**config.mk**
```make
export PLATFORM = sky130hd
export DESIGN_NAME = axi_lite_slave_flat
export DESIGN_NICKNAME = d
export VERILOG_FILES = /design/src/rtl/axi_if.sv /design/src/rtl/axi_lite_slave.sv /design/src/flat_wrapper.sv
export SDC_FILE = /design/constraint.sdc
export NUM_CORES = 1
export LEC_CHECK = 0
export CAP_MARGIN = 20
export CORE_ASPECT_RATIO = 0.8
export CORE_MARGIN = 1
export CORE_UTILIZATION = 60
export DETAILED_ROUTE_END_ITERATION = 8
export HOLD_SLACK_MARGIN = 0.08
export PLACE_DENSITY = 0.9
export SETUP_SLACK_MARGIN = 0.15
export SLEW_MARGIN = 20
export SYNTH_ARGS = -nofsm -noshare
export SYNTH_HDL_FRONTEND = slang
export SYNTH_SLANG_ARGS = --single-unit
```
**constraint.sdc**
```tcl
create_clock -name ACLK -period 2.79 [get_ports ACLK]
set_clock_uncertainty 0.05 [all_clocks]
set_input_delay 0.558 -clock ACLK [delete_from_list [all_inputs] [get_ports ACLK]]
set_output_delay 0.558 -clock ACLK [all_outputs]
set_load 0.1 [all_outputs]
```
**src/rtl/axi_if.sv**
```systemverilog
// AXI4-Lite bus bundle shared by the register-file slave and its master.
//   Params : ADDR_WIDTH (AWADDR/ARADDR width), DATA_WIDTH (WDATA/RDATA width)
//   Write  : AWVALID/AWADDR/AWREADY, WVALID/WDATA/WREADY, BVALID/BRESP/BREADY
//   Read   : ARVALID/ARADDR/ARREADY, RVALID/RDATA/RRESP/RREADY
//   Modports: master (drives requests), slave and DUT (identical, drive responses)
interface axi_if #(
  parameter int unsigned ADDR_WIDTH = 32,
  parameter int unsigned DATA_WIDTH = 32
);
  logic                  AWVALID;
  logic [ADDR_WIDTH-1:0] AWADDR;
  logic                  AWREADY;
  logic                  WVALID;
  logic [DATA_WIDTH-1:0] WDATA;
  logic                  WREADY;
  logic                  BVALID;
  logic [1:0]            BRESP;
  logic                  BREADY;
  logic                  ARVALID;
  logic [ADDR_WIDTH-1:0] ARADDR;
  logic                  ARREADY;
  logic                  RVALID;
  logic [DATA_WIDTH-1:0] RDATA;
  logic [1:0]            RRESP;
  logic                  RREADY;

  modport master (
    output AWVALID, AWADDR, WVALID, WDATA, BREADY, ARVALID, ARADDR, RREADY,
    input  AWREADY, WREADY, BVALID, BRESP, ARREADY, RVALID, RDATA, RRESP
  );

  modport slave (
    input  AWVALID, AWADDR, WVALID, WDATA, BREADY, ARVALID, ARADDR, RREADY,
    output AWREADY, WREADY, BVALID, BRESP, ARREADY, RVALID, RDATA, RRESP
  );

  modport DUT (
    input  AWVALID, AWADDR, WVALID, WDATA, BREADY, ARVALID, ARADDR, RREADY,
    output AWREADY, WREADY, BVALID, BRESP, ARREADY, RVALID, RDATA, RRESP
  );
endinterface

```
**src/rtl/axi_lite_slave.sv**
```systemverilog
// AXI4-Lite register file: NUM_REGS word registers behind independent write
// (AW/W/B) and read (AR/R) channels, one outstanding transaction per direction.
// Out-of-range word indices answer SLVERR; such writes are dropped, reads return 0.
//   ACLK    : clock, all state updates on the rising edge
//   ARESETN : asynchronous active-low reset
//   bus     : axi_if DUT modport carrying all five AXI-Lite channels
module axi_lite_slave #(
  parameter int unsigned ADDR_WIDTH = 32,
  parameter int unsigned DATA_WIDTH = 32,
  parameter int unsigned NUM_REGS   = 16
) (
  input logic ACLK,
  input logic ARESETN,
  axi_if.DUT  bus
);

  localparam int unsigned RegIdxW = (NUM_REGS > 1) ? $clog2(NUM_REGS) : 1;
  localparam logic [1:0]  RespOkay   = 2'b00;
  localparam logic [1:0]  RespSlvErr = 2'b10;

  // Word index is the byte address with the two byte-lane bits dropped.
  function automatic logic in_range(input logic [ADDR_WIDTH-3:0] word_idx);
    return 64'(word_idx) < 64'(NUM_REGS);
  endfunction

  logic                  aw_held_q, w_held_q;
  logic [ADDR_WIDTH-1:0] awaddr_q;
  logic [DATA_WIDTH-1:0] wdata_q;
  logic                  bvalid_q;
  logic [1:0]            bresp_q;
  logic                  rvalid_q;
  logic [DATA_WIDTH-1:0] rdata_q;
  logic [1:0]            rresp_q;
  logic [DATA_WIDTH-1:0] regs_q [NUM_REGS];

  logic                  awready, wready, arready;
  logic                  wr_ok, rd_ok;
  logic [RegIdxW-1:0]    wr_idx, rd_idx;
  logic [DATA_WIDTH-1:0] rd_word;
  logic                  unused_addr_lsbs;

  // READYs derive only from registered state (and reset), never from VALIDs.
  assign awready = ARESETN & ~aw_held_q & ~bvalid_q;
  assign wready  = ARESETN & ~w_held_q  & ~bvalid_q;
  assign arready = ARESETN & ~rvalid_q;

  assign wr_ok   = in_range(awaddr_q[ADDR_WIDTH-1:2]);
  assign rd_ok   = in_range(bus.ARADDR[ADDR_WIDTH-1:2]);
  assign wr_idx  = awaddr_q[RegIdxW+1:2];
  assign rd_idx  = bus.ARADDR[RegIdxW+1:2];
  assign rd_word = rd_ok ? regs_q[rd_idx] : '0;

  assign unused_addr_lsbs = ^{awaddr_q[1:0], bus.ARADDR[1:0]};

  assign bus.AWREADY = awready;
  assign bus.WREADY  = wready;
  assign bus.BVALID  = bvalid_q;
  assign bus.BRESP   = bresp_q;
  assign bus.ARREADY = arready;
  assign bus.RVALID  = rvalid_q;
  assign bus.RDATA   = rdata_q;
  assign bus.RRESP   = rresp_q;

  // Write channel: collect AW and W in any order, commit once both are held.
  always_ff @(posedge ACLK or negedge ARESETN) begin
    if (!ARESETN) begin
      aw_held_q <= 1'b0;
      w_held_q  <= 1'b0;
      awaddr_q  <= '0;
      wdata_q   <= '0;
      bvalid_q  <= 1'b0;
      bresp_q   <= RespOkay;
      for (int i = 0; i < int'(NUM_REGS); i++) begin
        regs_q[i] <= '0;
      end
    end else begin
      if (bvalid_q && bus.BREADY) begin
        bvalid_q <= 1'b0;
      end
      if (aw_held_q && w_held_q) begin
        // Both READYs are low here, so no new handshake can collide with the commit.
        if (wr_ok) begin
          regs_q[wr_idx] <= wdata_q;
        end
        bvalid_q  <= 1'b1;
        bresp_q   <= wr_ok ? RespOkay : RespSlvErr;
        aw_held_q <= 1'b0;
        w_held_q  <= 1'b0;
      end else begin
        if (bus.AWVALID && awready) begin
          aw_held_q <= 1'b1;
          awaddr_q  <= bus.AWADDR;
        end
        if (bus.WVALID && wready) begin
          w_held_q <= 1'b1;
          wdata_q  <= bus.WDATA;
        end
      end
    end
  end

  // Read channel: data is captured on the AR handshake edge. A commit on the
  // same edge is not yet visible, so the pre-write value is returned.
  always_ff @(posedge ACLK or negedge ARESETN) begin
    if (!ARESETN) begin
      rvalid_q <= 1'b0;
      rdata_q  <= '0;
      rresp_q  <= RespOkay;
    end else if (bus.ARVALID && arready) begin
      rvalid_q <= 1'b1;
      rdata_q  <= rd_word;
      rresp_q  <= rd_ok ? RespOkay : RespSlvErr;
    end else if (rvalid_q && bus.RREADY) begin
      rvalid_q <= 1'b0;
    end
  end

endmodule

```
**src/flat_wrapper.sv**
```systemverilog
// flat-port wrapper written by rule: the top's interface ports become plain ports
module axi_lite_slave_flat 
#(
  parameter int unsigned ADDR_WIDTH = 32,
  parameter int unsigned DATA_WIDTH = 32,
  parameter int unsigned NUM_REGS   = 16
)
  (ACLK, ARESETN, bus_AWVALID, bus_AWADDR, bus_WVALID, bus_WDATA, bus_BREADY, bus_ARVALID, bus_ARADDR, bus_RREADY, bus_AWREADY, bus_WREADY, bus_BVALID, bus_BRESP, bus_ARREADY, bus_RVALID, bus_RDATA, bus_RRESP);
  axi_if #(.ADDR_WIDTH(ADDR_WIDTH), .DATA_WIDTH(DATA_WIDTH)) bus_i ();
  input logic ACLK;
  input logic ARESETN;
  input wire logic [$bits(bus_i.AWVALID)-1:0] bus_AWVALID;
  input wire logic [$bits(bus_i.AWADDR)-1:0] bus_AWADDR;
  input wire logic [$bits(bus_i.WVALID)-1:0] bus_WVALID;
  input wire logic [$bits(bus_i.WDATA)-1:0] bus_WDATA;
  input wire logic [$bits(bus_i.BREADY)-1:0] bus_BREADY;
  input wire logic [$bits(bus_i.ARVALID)-1:0] bus_ARVALID;
  input wire logic [$bits(bus_i.ARADDR)-1:0] bus_ARADDR;
  input wire logic [$bits(bus_i.RREADY)-1:0] bus_RREADY;
  output wire logic [$bits(bus_i.AWREADY)-1:0] bus_AWREADY;
  output wire logic [$bits(bus_i.WREADY)-1:0] bus_WREADY;
  output wire logic [$bits(bus_i.BVALID)-1:0] bus_BVALID;
  output wire logic [$bits(bus_i.BRESP)-1:0] bus_BRESP;
  output wire logic [$bits(bus_i.ARREADY)-1:0] bus_ARREADY;
  output wire logic [$bits(bus_i.RVALID)-1:0] bus_RVALID;
  output wire logic [$bits(bus_i.RDATA)-1:0] bus_RDATA;
  output wire logic [$bits(bus_i.RRESP)-1:0] bus_RRESP;
  assign bus_i.AWVALID = bus_AWVALID;
  assign bus_i.AWADDR = bus_AWADDR;
  assign bus_i.WVALID = bus_WVALID;
  assign bus_i.WDATA = bus_WDATA;
  assign bus_i.BREADY = bus_BREADY;
  assign bus_i.ARVALID = bus_ARVALID;
  assign bus_i.ARADDR = bus_ARADDR;
  assign bus_i.RREADY = bus_RREADY;
  assign bus_AWREADY = bus_i.AWREADY;
  assign bus_WREADY = bus_i.WREADY;
  assign bus_BVALID = bus_i.BVALID;
  assign bus_BRESP = bus_i.BRESP;
  assign bus_ARREADY = bus_i.ARREADY;
  assign bus_RVALID = bus_i.RVALID;
  assign bus_RDATA = bus_i.RDATA;
  assign bus_RRESP = bus_i.RRESP;
  axi_lite_slave #(.ADDR_WIDTH(ADDR_WIDTH), .DATA_WIDTH(DATA_WIDTH), .NUM_REGS(NUM_REGS)) u_core (.ACLK(ACLK), .ARESETN(ARESETN), .bus(bus_i));
endmodule
```
==> flow_summary.ini <==
[worst_setup_path]
start_kind = flip-flop
crit_fanout = 32
cp.arrival_ns = 2.93
crit_chain = nor4_1 -> nand3_2 -> buf_4 -> nor4_4 -> buf_12 -> mux2_2
rrSetupSlack_ns = 0.29
r2r_start = u_core.awaddr_q[14]
crit_required_ns = 3.22
critical_path.endpoint_type = flip-flop
critPathKind = flip-flop to flip-flop
slowest_stage = nor4_1
r2r-end = u_core.regs_q[455]
rr_worst_depth = 6
slowest_delay_ns = 0.43

[clocking]
cts_tree = built
root_buffer = clkbuf_16
clkSinkCount = 612
clk_latency_ns = 0.62
clockBufferDepth = 3
postCtsSetupRepairBufs = 0
htreeDepth = 2
cts.reportedPaths.clkPinSlew_ns = 0.06
numCtsBuffers = 57

[synth]
synthCells = 1650
synth_area_um2 = 26800
ys_seq_elements = 612
synth.yosys.seq_area_share = 0.571
synth-async-reset-ratio = 1.00
synth_edf_count = 0
synth_warnings = 0
synth_area_leader_cell = dfrtp_1
synth.avg_cell_area_um2 = 16.2
synthFlopType = dfrtp_1
synth_top_area_frac = 0.571
synth_cell_type_count = 31
synthTopCellsByArea = dfrtp_1 (57%), mux2_2 (21%), mux4_2 (11%)

[sta]
max_freq_ghz = 0.400
min_period_ns = 2.50
fin_crit_sh = 0.895
max_slew_margin = 0.231
tightestPinTransition_ns = 1.15
hold_viol = 0
rsz0062_at_grt = false
hold_slack_ns = 0.328
finalSetupViolations = 0
report.final.slew_viol_count = 0

[hold_path]
hold_path.class = primary input to asynchronous set/reset pin

[global_route]
grt_overflow = 0
grt_max_degree = 176
grt_first_pass_wirelength_um = 100000
grt_antenna_before_repair = 0
grtUsageTotal = 0.291
grt_pass1_vias = 16900

[routing]
drt-wirelength-per-cell_um = 26.2
drt_iter0_drc = 1325
drt-total-wl_um = 62900
ant_nets = 0
dr_total_vias = 15500
route.detailed.drc = 0
first_pass_iters = 5
routed_via_density = 6.45

[floorplan]
dieArea_um2 = 45500
die_y_um = 191
pin_count = 144
core_area_um2 = 43600
rows = 68
start_util = 0.615
dieWidth_um = 238

[layout]
drive_gt1_frac = 0.473
nNetsFinal = 1859
fin_util = 0.712
n_antenna_cell = 0
fin_cells = 2398
area_growth_pct = 15.8

[place]
dp_hpwl_um = 34800
dp_cells = 2291
port_buffers = 137
routabilityCongestion = 0.756

[pwr]
p_per_area_nw_per_um2 = 666
p_leak_uw = 0.0149
vdd_drop_max_mv = 0.765
finalPower_uw = 20700

[run_status]
status = finished clean

[flow_run]
maxCapViolations = 0
[cell type report]
cell class / count / area (um2)
clock buffers: 76 / 1590
clock inverters: 30 / 368
fillers: 2685 / 12500
inverters: 4 / 15.0
multi-input cells: 895 / 11000
flip-flops and latches: 612 / 15300
well taps: 595 / 744
repair buffers: 186 / 2050
[what timing repair did]
action	4_1_cts	5_1_grt
hold buffers	1	0
gates resized for setup	0	0
endpoints found under the hold margin	8	0
[report_power, final]
group / internal, uW / switching, uW / total, uW
sequential: 9340 / 1280 / 10600
clock: 4740 / 3410 / 8150
combinational: 859 / 1020 / 1880
total: 14900 / 5710 / 20700
[kinds of logic (layout without fill, tap and decap cells)]
logic type      Yosys count  count (layout)  synth area share
compound gates          100             100            0.0291
other cells               1               2          0.000140
mux                     705             705             0.350
simple gates             88              88            0.0245
buf+inv                 144             296            0.0251
flops                   612             612             0.571
[cell usage in the layout (no fill, tap or decap), drive strengths merged]
cell type and n:
mux2 574, inv 8, clkdlybuf4s50 95, nand2b 5, and4bb 1, or2 2, a22o 32, buf 89
mux2i 3, nand4 2, mux4 128, conb 2, or4 1, a21o 1, a22oi 62, nand2 36
o21bai 1, nand3 1, bufinv 8, dfrtp 612, and2 3, a21oi 2, clkinv 17, nor2b 3
dlygate4sd3 1, clkbuf 77, clkinvlp 1, nor2 6, o21ai 2, nor4 28
[flip-flops by register name (all words and copies together), names as in the netlist]
signal and flops:
u_core.bus.RRESP 1, u_core.aw_held_q 1, u_core.regs_q 512, u_core.awaddr_q 30, u_core.bus.BRESP 1, u_core.bus.RVALID 1
u_core.bus.BVALID 1, u_core.w_held_q 1, u_core.bus.RDATA 32, u_core.wdata_q 32
[critical path: cells and delay by family, from the launching register on]
family,cells,cell delay [ns]
flip-flops,1,0.39
AND/OR/NAND/NOR,3,0.90
buffers and inverters,2,0.59
multiplexers,1,0.39
[per-layer routing]
layer,vias up,GRT usage,share of wire
met1,8421,0.398,0.41
met5,-,0,0
li1,6400,-,-
met4,0,0.0880,0.028
met3,147,0.0563,0.063
met2,509,0.477,0.50
[per-stage QoR]
step / setup WS (ns) / TNS (ns) / instance area [um2]
global route: 0.242 / 0 / 31000
CTS: 0.286 / 0 / 31000
detailed placement: -0.0902 / -0.558 / 29100
global placement: 0.0422 / 0 / 29100
floorplan: 0.0645 / 0 / 26800
finish: 0.293 / 0 / 31000
[how the worst max path moves through the flow]
stage | to | cells after the start | from
finish | u_core.regs_q[455] | 6 | u_core.awaddr_q[14]
floorplan | u_core.wdata_q[10] | 6 | u_core.bus.BVALID
global route | u_core.regs_q[167] | 6 | u_core.awaddr_q[14]
detailed placement | u_core.bus.RDATA[15] | 7 | bus_ARADDR[3]
CTS | bus_WREADY | 5 | ARESETN
global placement | u_core.bus.RDATA[17] | 7 | bus_ARADDR[3]
[cell usage after synthesis (all sizes together) (2+ instances only)]
master / instances
o21ai: 2
or2: 2
nand2b: 5
nand4: 2
dfrtp: 612
a22o: 32
nand2: 36
buf: 102
clkbuf: 38
mux2i: 3
mux4: 128
a22oi: 62
mux2: 574
a21oi: 2
nor4: 28
nor2: 6
nor2b: 3
inv: 4
and2: 3
No activity file was read; power rests on OpenSTA's default activity.
